===== config.mk =====
export PLATFORM = sky130hd
export DESIGN_NAME = ins_fetch_ctrl
export DESIGN_NICKNAME = d
export VERILOG_FILES = /design/src/rtl/ins_fetch_ctrl.sv
export SDC_FILE = /design/constraint.sdc
export NUM_CORES = 1
export LEC_CHECK = 0
export BUFFER_PORTS_ARGS = -buffer_cell sky130_fd_sc_hd__buf_2
export CORE_ASPECT_RATIO = 0.75
export CORE_MARGIN = 4
export CORE_UTILIZATION = 55
export DETAILED_ROUTE_END_ITERATION = 12
export PLACE_DENSITY = 0.79
export SLEW_MARGIN = 20
export SYNTH_ARGS = -nofsm -noshare
export SYNTH_HDL_FRONTEND = slang
export SYNTH_SLANG_ARGS = --single-unit

===== constraint.sdc =====
create_clock -name CLK -period 3.8 [get_ports CLK]
set_input_delay 0.19 -clock CLK [delete_from_list [all_inputs] [get_ports CLK]]
set_output_delay 0.19 -clock CLK [all_outputs]
set_load 0.02 [all_outputs]

===== src/rtl/ins_fetch_ctrl.sv =====
// Instruction fetch sequencer: drives a read-only async SRAM with a fixed wait per word
// and hands fetched {pc, word} pairs to the execute stage through a small FIFO.
module ins_fetch_ctrl #(
    parameter int unsigned       ADDR_W      = 18,
    parameter int unsigned       DATA_W      = 16,
    parameter int unsigned       WAIT_CYCLES = 3,
    parameter int unsigned       FIFO_DEPTH  = 2,
    parameter logic [ADDR_W-1:0] START_ADDR  = '0
) (
    input  logic              CLK,
    input  logic              RST,
    output logic [ADDR_W-1:0] SRAM_A,
    input  logic [DATA_W-1:0] SRAM_D,
    output logic              SRAM_WE,
    output logic              SRAM_CE,
    output logic              SRAM_OE,
    output logic              SRAM_LB,
    output logic              SRAM_UB,
    output logic              ins_valid,
    output logic [DATA_W-1:0] ins_data,
    output logic [ADDR_W-1:0] ins_pc,
    input  logic              ins_ready,
    input  logic              redirect,
    input  logic [ADDR_W-1:0] redirect_addr,
    input  logic              halt
);

    localparam int unsigned WCNT_W = $clog2(WAIT_CYCLES + 1);
    localparam int unsigned PTR_W  = (FIFO_DEPTH > 1) ? $clog2(FIFO_DEPTH) : 1;
    localparam int unsigned CNT_W  = $clog2(FIFO_DEPTH + 1);

    localparam logic [WCNT_W-1:0] WCNT_ONE  = WCNT_W'(1);
    localparam logic [WCNT_W-1:0] WCNT_LAST = WCNT_W'(WAIT_CYCLES);
    localparam logic [PTR_W-1:0]  PTR_ONE   = PTR_W'(1);
    localparam logic [PTR_W-1:0]  PTR_LAST  = PTR_W'(FIFO_DEPTH - 1);
    localparam logic [CNT_W-1:0]  CNT_ONE   = CNT_W'(1);
    localparam logic [CNT_W-1:0]  CNT_FULL  = CNT_W'(FIFO_DEPTH);
    localparam logic [ADDR_W-1:0] PC_ONE    = ADDR_W'(1);

    typedef enum logic {StIdle, StWait} state_e;

    state_e            state;
    logic [ADDR_W-1:0] fetch_pc;
    logic [ADDR_W-1:0] pc_inc;
    logic [WCNT_W-1:0] wcnt;

    logic [DATA_W-1:0] data_mem [FIFO_DEPTH];
    logic [ADDR_W-1:0] pc_mem   [FIFO_DEPTH];
    logic [PTR_W-1:0]  rd_ptr;
    logic [PTR_W-1:0]  wr_ptr;
    logic [CNT_W-1:0]  count;
    logic [CNT_W-1:0]  count_after;

    logic capture;
    logic pop;
    logic space;

    // Read-only access with both bytes always enabled.
    assign SRAM_WE = 1'b1;
    assign SRAM_CE = 1'b0;
    assign SRAM_OE = 1'b0;
    assign SRAM_LB = 1'b0;
    assign SRAM_UB = 1'b0;

    assign ins_valid = (count != '0);
    assign ins_data  = ins_valid ? data_mem[rd_ptr] : '0;
    assign ins_pc    = ins_valid ? pc_mem[rd_ptr]   : '0;

    assign capture = (state == StWait) && (wcnt == WCNT_LAST);
    assign pop     = ins_valid && ins_ready;
    assign pc_inc  = fetch_pc + PC_ONE;

    // Occupancy after this edge; an issue is allowed only if it leaves a free slot for its word.
    always_comb begin
        count_after = count;
        if (capture && !pop) begin
            count_after = count + CNT_ONE;
        end else if (!capture && pop) begin
            count_after = count - CNT_ONE;
        end
    end

    assign space = (count_after < CNT_FULL);

    function automatic logic [PTR_W-1:0] ptr_next(input logic [PTR_W-1:0] p);
        return (p == PTR_LAST) ? '0 : p + PTR_ONE;
    endfunction

    // Fetch FSM: issue an address, hold it for WAIT_CYCLES edges, then capture.
    always_ff @(posedge CLK) begin
        if (RST) begin
            state    <= StIdle;
            fetch_pc <= START_ADDR;
            SRAM_A   <= START_ADDR;
            wcnt     <= '0;
        end else if (redirect) begin
            fetch_pc <= redirect_addr;
            if (!halt) begin
                SRAM_A <= redirect_addr;
                wcnt   <= WCNT_ONE;
                state  <= StWait;
            end else begin
                wcnt  <= '0;
                state <= StIdle;
            end
        end else begin
            case (state)
                StIdle: begin
                    if (!halt && space) begin
                        SRAM_A <= fetch_pc;
                        wcnt   <= WCNT_ONE;
                        state  <= StWait;
                    end
                end
                StWait: begin
                    if (!capture) begin
                        wcnt <= wcnt + WCNT_ONE;
                    end else begin
                        fetch_pc <= pc_inc;
                        if (!halt && space) begin
                            SRAM_A <= pc_inc;
                            wcnt   <= WCNT_ONE;
                        end else begin
                            wcnt  <= '0;
                            state <= StIdle;
                        end
                    end
                end
                default: state <= StIdle;
            endcase
        end
    end

    // Prefetch buffer; a redirect flushes it, dropping any word captured on the same edge.
    always_ff @(posedge CLK) begin
        if (RST || redirect) begin
            rd_ptr <= '0;
            wr_ptr <= '0;
            count  <= '0;
        end else begin
            if (capture) begin
                data_mem[wr_ptr] <= SRAM_D;
                pc_mem[wr_ptr]   <= fetch_pc;
                wr_ptr           <= ptr_next(wr_ptr);
            end
            if (pop) begin
                rd_ptr <= ptr_next(rd_ptr);
            end
            count <= count_after;
        end
    end

endmodule


==> run metrics, run 1 <==
number of instances resized during post-cts repair 0; Max transition margin 0.295; final worst clock skew 0.00756 ns; maximum number of buffers from clock root to sink 2; starting utilization of the core area 0.570; Detailed Route Iter0 Violations ~320; Vias per Instance 5.78; nature of the critical path endpoint register; fillers approximately 720; DRC violation count after routing 0; hold-fix buffer count after cts 0; fraction of registers with async set/reset 0; Seq/Total Area, Yosys 0.562; number of flops mapped to enable cells by yosys 68; total inserted antenna cells 0; initial antenna violation count 0; most common cell after layout, fill and taps aside buf_2; GRT Residual Overflow 0; unrepaired setup endpoints after global routing false; postcts setup bufs 0; final weighted congestion in routability-driven placement between 0.9 and 1; Die Outline Area about 11000 µm²; library cell contributing the largest single delay on the critical path o311ai_0; cell count after synthesis about 480; Max Clk Rate 329 MHz; multi-input gate area in the final layout between 2000 and 2500 µm²; wire length per cell after detailed routing approximately 18 µm; cell with the most instances on the worst path ha_1; post-route clock period utilization 0.799; GR Util All Layers 0.221; post-synthesis area per instance 10.9 µm²; count of nets left with antenna violations after detail routing 0; Worst Path Buf+Inv 1; count of different cell masters after synthesis 56; LEAKAGE roughly 2.3 nW; Synth Register Bits about 110; cts bufs inserted 9; sinks on the clock net 112; required arrival time at the worst endpoint approximately 4.1 ns; share of the synthesized area in the top cell type 0.393; Layout Cell Area excl Fill a little under 6000 µm²; total via count after detailed routing between 3000 and 4000; area of the mapped netlist ~5200 µm²; post-layout utilization of the core 0.654; shortest clock period the worst path allows after layout 3.04 ns; router iterations before antenna repair 5; Most used DFF post-synth edfxtp_1; area of all sequential standard cells 2920 µm²; num ports 97; worst-path fanout max 14; largest cells by area after synthesis edfxtp_1 39%, dfxtp_1 17%, mux2i_1 7.1%, nor2_1 4.3%, xnor2_1 3.0%; TritonCTS clock tree yes; pwr/cell area 424 nW/µm²; Die Span X 120 µm; maximum level of the CTS H-tree 3; Crit Path Category reg -> reg; number of max-slew violations in the final report 0; fraction of layout cells with a size suffix above 1 0.222; highest-count cells in the layout ignoring fill and taps 91 x buf_2, 68 x edfxtp_1, 57 x nor2_1; die height about 92 µm; clock latency on the worst-skew pair roughly 0.35 ns; global-route wire length before repair between 15000 and 20000 µm; standard-cell row count 30; setup violation total in the final timing report 0; clock transition time at the flip-flop clock pins of the worst setup and hold paths ~0.08 ns; count of buffers from port buffering a little over 90; setup TNS 0 ns; count of endpoints failing hold in the final timing report 0; core area 9120 µm²; Hold Path Class in -> reg; CP arrival ~3.3 ns; Critical Path, Cell by Cell ha_1 -> nand2_1 -> inv_2 -> ha_1 -> o311ai_0 -> o21a_1 -> a2111oi_0 -> a31o_2; run status complete, no violations; clock root buffer master clkbuf_16; standard cell area after detailed placement roughly 5600 µm²; largest voltage drop on the vdd net about 0.22 mV; DP HPWL just over 8000 µm; top cell family by delay on the critical path compound AO/OA/AOI/OAI gates; Final #Nets just under 600; number of global-route vias before repair 3763; pin count of the biggest net entering global routing 45; largest incremental delay on the critical path 0.58 ns; drt total wl 12100 µm; number of max-cap violations 0; Area Overhead vs Synth 14.7%; Worst Setup Start Kind register; number of warnings printed during yosys synthesis 0; transition time of the tightest slew-check pin 1.06 ns; most area-hungry cell type in the Yosys netlist edfxtp_1
-- synthesized netlist by cell type, drive strengths merged, types with 7 or more instances --
master / n
xnor2: 18
a211oi: 7
xor2: 8
mux2i: 37
nand4: 11
dfxtp: 44
buf: 15
nand2: 25
inv: 16
o22ai: 7
o21ai: 11
nor2: 59
nand2b: 11
edfxtp: 68
nor3: 18
nand3: 13
and3: 8
a21oi: 23
clkbuf: 23
-- power by group --
part | total (mW) | leakage, nW | internal, mW | switching [mW]
Combinational | 0.203 | 1.12 | 0.0765 | 0.127
Clock | 0.969 | 0.153 | 0.480 | 0.489
Sequential | 1.36 | 0.975 | 1.32 | 0.0404
Total | 2.53 | 2.25 | 1.87 | 0.656
-- kinds of logic (layout without fill, tap and decap cells) --
kind of cell	count (synthesis)	after routing	synth area share
xor+xnor	26	26	0.0438
flops	112	112	0.562
buf+inv	55	127	0.0553
other cells	2	5	0.00144
compound gates	82	82	0.107
mux	37	37	0.0712
fa+ha+maj	5	5	0.0120
simple gates	160	160	0.147
-- routing by layer --
layer / vias up / share of wire / global-route usage
met1: 1847 / 0.45 / 0.323
met3: 15 / 0.091 / 0.0610
met4: 2 / 0.011 / 0.0491
met2: 214 / 0.44 / 0.328
met5: - / 0.0029 / 0.0288
li1: 1867 / - / -
-- sequential cells by signal, summed over array words and instances, names as in the netlist, named ones only --
| name | count |
|---|---|
| SRAM_A | 18 |
| count | 2 |
| data_mem | 32 |
| fetch_pc | 18 |
| pc_mem | 36 |
| rd_ptr | 1 |
| state | 1 |
| wcnt | 2 |
| wr_ptr | 1 |
-- worst paths after layout --
check | from | to | slack (ns) | cells past startpoint
setup / recovery | wcnt[0]$_SDFFE_PP0P_ | SRAM_A[8]$_SDFFE_PP0P_ | 0.76 | 8
hold / removal | SRAM_D[4] | data_mem[0][4]$_DFFE_PP_ | 0.02 | 1
setup reg to reg | wcnt[0]$_SDFFE_PP0P_ | SRAM_A[8]$_SDFFE_PP0P_ | 0.76 | 8
hold reg to reg | SRAM_A[3]$_SDFFE_PP0P_ | SRAM_A[3]$_SDFFE_PP0P_ | 0.46 | 2
-- layout make-up --
class,instances,area share
sequential,112,0.490
multi-input combinational,315,0.339
timing repair buffer,95,0.0814
clock buffer,9,0.0378
tap,128,0.0269
clock inverter,7,0.0149
inverter,16,0.0101
-- stage by stage --
step | power (mW) | hold slack [ns] | worst slack, ns | instances
after global routing | 2.62 | 0.000736 | 0.513 | 682
after CTS | 2.54 | 0.0111 | 0.629 | 682
after global placement | 1.58 | 0.378 | 0.894 | 666
final | 2.53 | 0.0192 | 0.763 | 682
after floorplan | 1.52 | 0.289 | 0.920 | 482
after detailed placement | 1.58 | 0.386 | 0.664 | 666
-- worst reg2reg max path, stage by stage (launching register included) --
cell	delay, ns
dfxtp_1	0.33
ha_1	0.26
nand2_1	0.37
inv_2	0.22
ha_1	0.32
o311ai_0	0.58
o21a_1	0.47
a2111oi_0	0.12
a31o_2	0.27
(Power assumes the default switching activity.)
==> inputs of run 2 (changes only) <==
--- a/config.mk
+++ b/config.mk
@@ -8,9 +8,9 @@
 export BUFFER_PORTS_ARGS = -buffer_cell sky130_fd_sc_hd__buf_2
 export CORE_ASPECT_RATIO = 0.75
 export CORE_MARGIN = 4
-export CORE_UTILIZATION = 55
+export CORE_UTILIZATION = 50
 export DETAILED_ROUTE_END_ITERATION = 12
-export PLACE_DENSITY = 0.79
+export PLACE_DENSITY = 0.76
 export SLEW_MARGIN = 20
 export SYNTH_ARGS = -nofsm -noshare
 export SYNTH_HDL_FRONTEND = slang
==> constraint.sdc (replaced) <==
create_clock -name CLK -period 2.6 [get_ports CLK]
set_input_delay 0.13 -clock CLK [delete_from_list [all_inputs] [get_ports CLK]]
set_output_delay 0.13 -clock CLK [all_outputs]
set_load 0.02 [all_outputs]
==> run 2 against run 1 <==
Final cell count grew 6.6%. Critical path depth grew 4. Design area grew 6.5%. Maximum frequency grew 30%. Flip-flop and latch count is the same. Routed wire length grew 5.7%.
==> run metrics, run 2 (synthesis gave the netlist of run 1 again) <==
standard-cell row count 31 (was 30); clock transition time at the flip-flop clock pins of the worst setup and hold paths 0.08 ns (about the same); count of endpoints failing hold in the final timing report 0 (unchanged); sinks on the clock net 112 (unchanged); total via count after detailed routing 4053 (was 3945); final weighted congestion in routability-driven placement 0.879 (was 0.953); Max Clk Rate 428 MHz (was 329 MHz); shortest clock period the worst path allows after layout 2.34 ns (was 3.04 ns); count of buffers from port buffering 91 (unchanged); Hold Path Class in -> reg (unchanged); register with the most flip-flops pc_mem (unchanged); Reg-to-Reg Start count[0]$_SDFFE_PP0P_ (was wcnt[0]$_SDFFE_PP0P_); Worst Path Buf+Inv 4 (was 1); router iterations before antenna repair 5 (unchanged); number of max-cap violations 0 (unchanged); unrepaired setup endpoints after global routing false (unchanged); global-route wire length before repair 20500 µm (was 19600 µm); cell with the most instances on the worst path inv_1 (was ha_1); highest-count cells in the layout ignoring fill and taps 91 x buf_2, 68 x edfxtp_1, 57 x nor2_1 (unchanged); DP HPWL 8760 µm (was 8110 µm); most common cell after layout, fill and taps aside buf_2 (unchanged); Critical Path, Cell by Cell inv_1 -> ha_1 -> inv_1 -> nand2_1 -> inv_1 -> ha_1 -> nor2_1 -> o311ai_0 -> o21ai_1 -> buf_4 -> o211ai_1 -> a21oi_1 (was ha_1 -> nand2_1 -> inv_2 -> ha_1 -> o311ai_0 -> o21a_1 -> a2111oi_0 -> a31o_2); pin count of the biggest net entering global routing 36 (was 45); GR Util All Layers 0.217 (was 0.221); die height 96.3 µm (was 92.2 µm); core area 9890 µm² (was 9120 µm²); DRC violation count after routing 0 (unchanged); flip-flop count of the largest register, all copies and words added 36 (unchanged); nature of the critical path endpoint register (unchanged); drt total wl 12800 µm (was 12100 µm); Final #Nets 634 (was 593); post-route clock period utilization 0.898 (was 0.799); postcts setup bufs 0 (unchanged); total inserted antenna cells 0 (unchanged); TritonCTS clock tree yes (unchanged); setup violation total in the final timing report 0 (unchanged); required arrival time at the worst endpoint 2.82 ns (was 4.05 ns); number of global-route vias before repair 3892 (was 3763); LEAKAGE 2.45 nW (was 2.25 nW); run status complete, no violations (unchanged); starting utilization of the core area 0.526 (was 0.570); GRT Residual Overflow 0 (unchanged); initial antenna violation count 0 (unchanged); critical path depth 12 (was 8); worst setup path start count[0]$_SDFFE_PP0P_ (was wcnt[0]$_SDFFE_PP0P_); Crit Path Category reg -> reg (unchanged); top cell family by delay on the critical path compound AO/OA/AOI/OAI gates (unchanged); worst-path fanout max 7 (was 14); Die Outline Area 12100 µm² (was 11100 µm²); worst hold stages 3 (was 1); num ports 97 (unchanged); number of cells traversed by the worst register-to-register path 12 (was 8); Worst Setup Start Kind register (unchanged); Area Overhead vs Synth 22.1% (was 14.7%); count of nets left with antenna violations after detail routing 0 (unchanged); maximum level of the CTS H-tree 3 (unchanged); cts bufs inserted 9 (unchanged); maximum number of buffers from clock root to sink 2 (unchanged); Max transition margin 0.642 (was 0.295); largest voltage drop on the vdd net 0.309 mV (was 0.217 mV); largest incremental delay on the critical path 0.47 ns (was 0.58 ns); library cell contributing the largest single delay on the critical path o311ai_0 (unchanged); clock root buffer master clkbuf_16 (unchanged); worst min-delay path startpoint redirect_addr[13] (was SRAM_D[4]); Detailed Route Iter0 Violations 399 (was 324); Largest regs pc_mem (36), data_mem (32) (unchanged); CP arrival 2.56 ns (was 3.29 ns); Tot Pwr 3.84 mW (was 2.53 mW); clock latency on the worst-skew pair 0.35 ns (about the same); final worst clock skew 0.0101 ns (was 0.00756 ns); transition time of the tightest slew-check pin 0.530 ns (was 1.06 ns); fraction of layout cells with a size suffix above 1 0.247 (was 0.222); Fin Hold WS 0.0900 ns (was 0.0192 ns); Vias per Instance 5.57 (was 5.78); Die Span X 126 µm (was 120 µm); pwr/cell area 604 nW/µm² (was 424 nW/µm²); number of max-slew violations in the final report 0 (unchanged); fillers 797 (was 722); wire length per cell after detailed routing 17.6 µm (was 17.7 µm)
-- run 2: path summary, 6_finish.rpt --
| kind | end | slack, ns |
|---|---|---|
| setup / recovery | SRAM_A[3]$_SDFFE_PP0P_ | 0.26 |
| setup reg to reg | SRAM_A[3]$_SDFFE_PP0P_ | 0.26 |
| hold reg to reg | SRAM_A[2]$_SDFFE_PP0P_ | 0.46 |
| hold / removal | fetch_pc[13]$_SDFFE_PP0P_ | 0.09 |
-- run 2: metal layers --
metal | GRT usage | wire (µm) | vias up
met5 | 0 | 0 | -
met4 | 0.0607 | 162 | 0
met3 | 0.0577 | 1250 | 14
met2 | 0.335 | 5580 | 212
met1 | 0.304 | 5780 | 1883
li1 | - | - | 1944
-- run 2: stage by stage --
stage	setup TNS (ns)	utilization	instances	cell area [µm²]	worst slack, ns
after CTS	0	0.642	727	6350	0.237
after detailed placement	0	0.593	695	5860	0.269
after floorplan	-19.04	-	482	5210	-0.280
final	0	0.642	727	6350	0.264
after global placement	0	0.593	695	5860	0.348
after global routing	0	0.642	727	6350	0.0272
-- run 2: power by group --
group          internal (mW)  switching [mW]
sequential              1.92          0.0478
clock                  0.859           0.650
combinational          0.149           0.209
total                   2.93           0.907
-- run 2: area by class of cell --
class                   instances  area [µm²]  share of cell area
flip-flops and latches        112        2920               0.460
multi-input cells             315        2020               0.318
repair buffers                136         858               0.135
well taps                     132         165              0.0260
clock buffers                  10         229              0.0361
inverters                      16        60.1             0.00946
clock inverters                 6        96.3              0.0152
-- run 2: worst reg2reg max path, cell delays in order, from the launching register on --
cell and delay (ns):
dfxtp_1 0.35, inv_1 0.05, ha_1 0.20, inv_1 0.07, nand2_1 0.07, inv_1 0.10, ha_1 0.21, nor2_1 0.08
o311ai_0 0.47, o21ai_1 0.20, buf_4 0.21, o211ai_1 0.11, a21oi_1 0.09
-- run 2: repair_timing --
item	CTS	global route
hold endpoints to repair	32	0
hold buffers	16	0
endpoints found under the setup margin	0	1
resized for setup	0	1
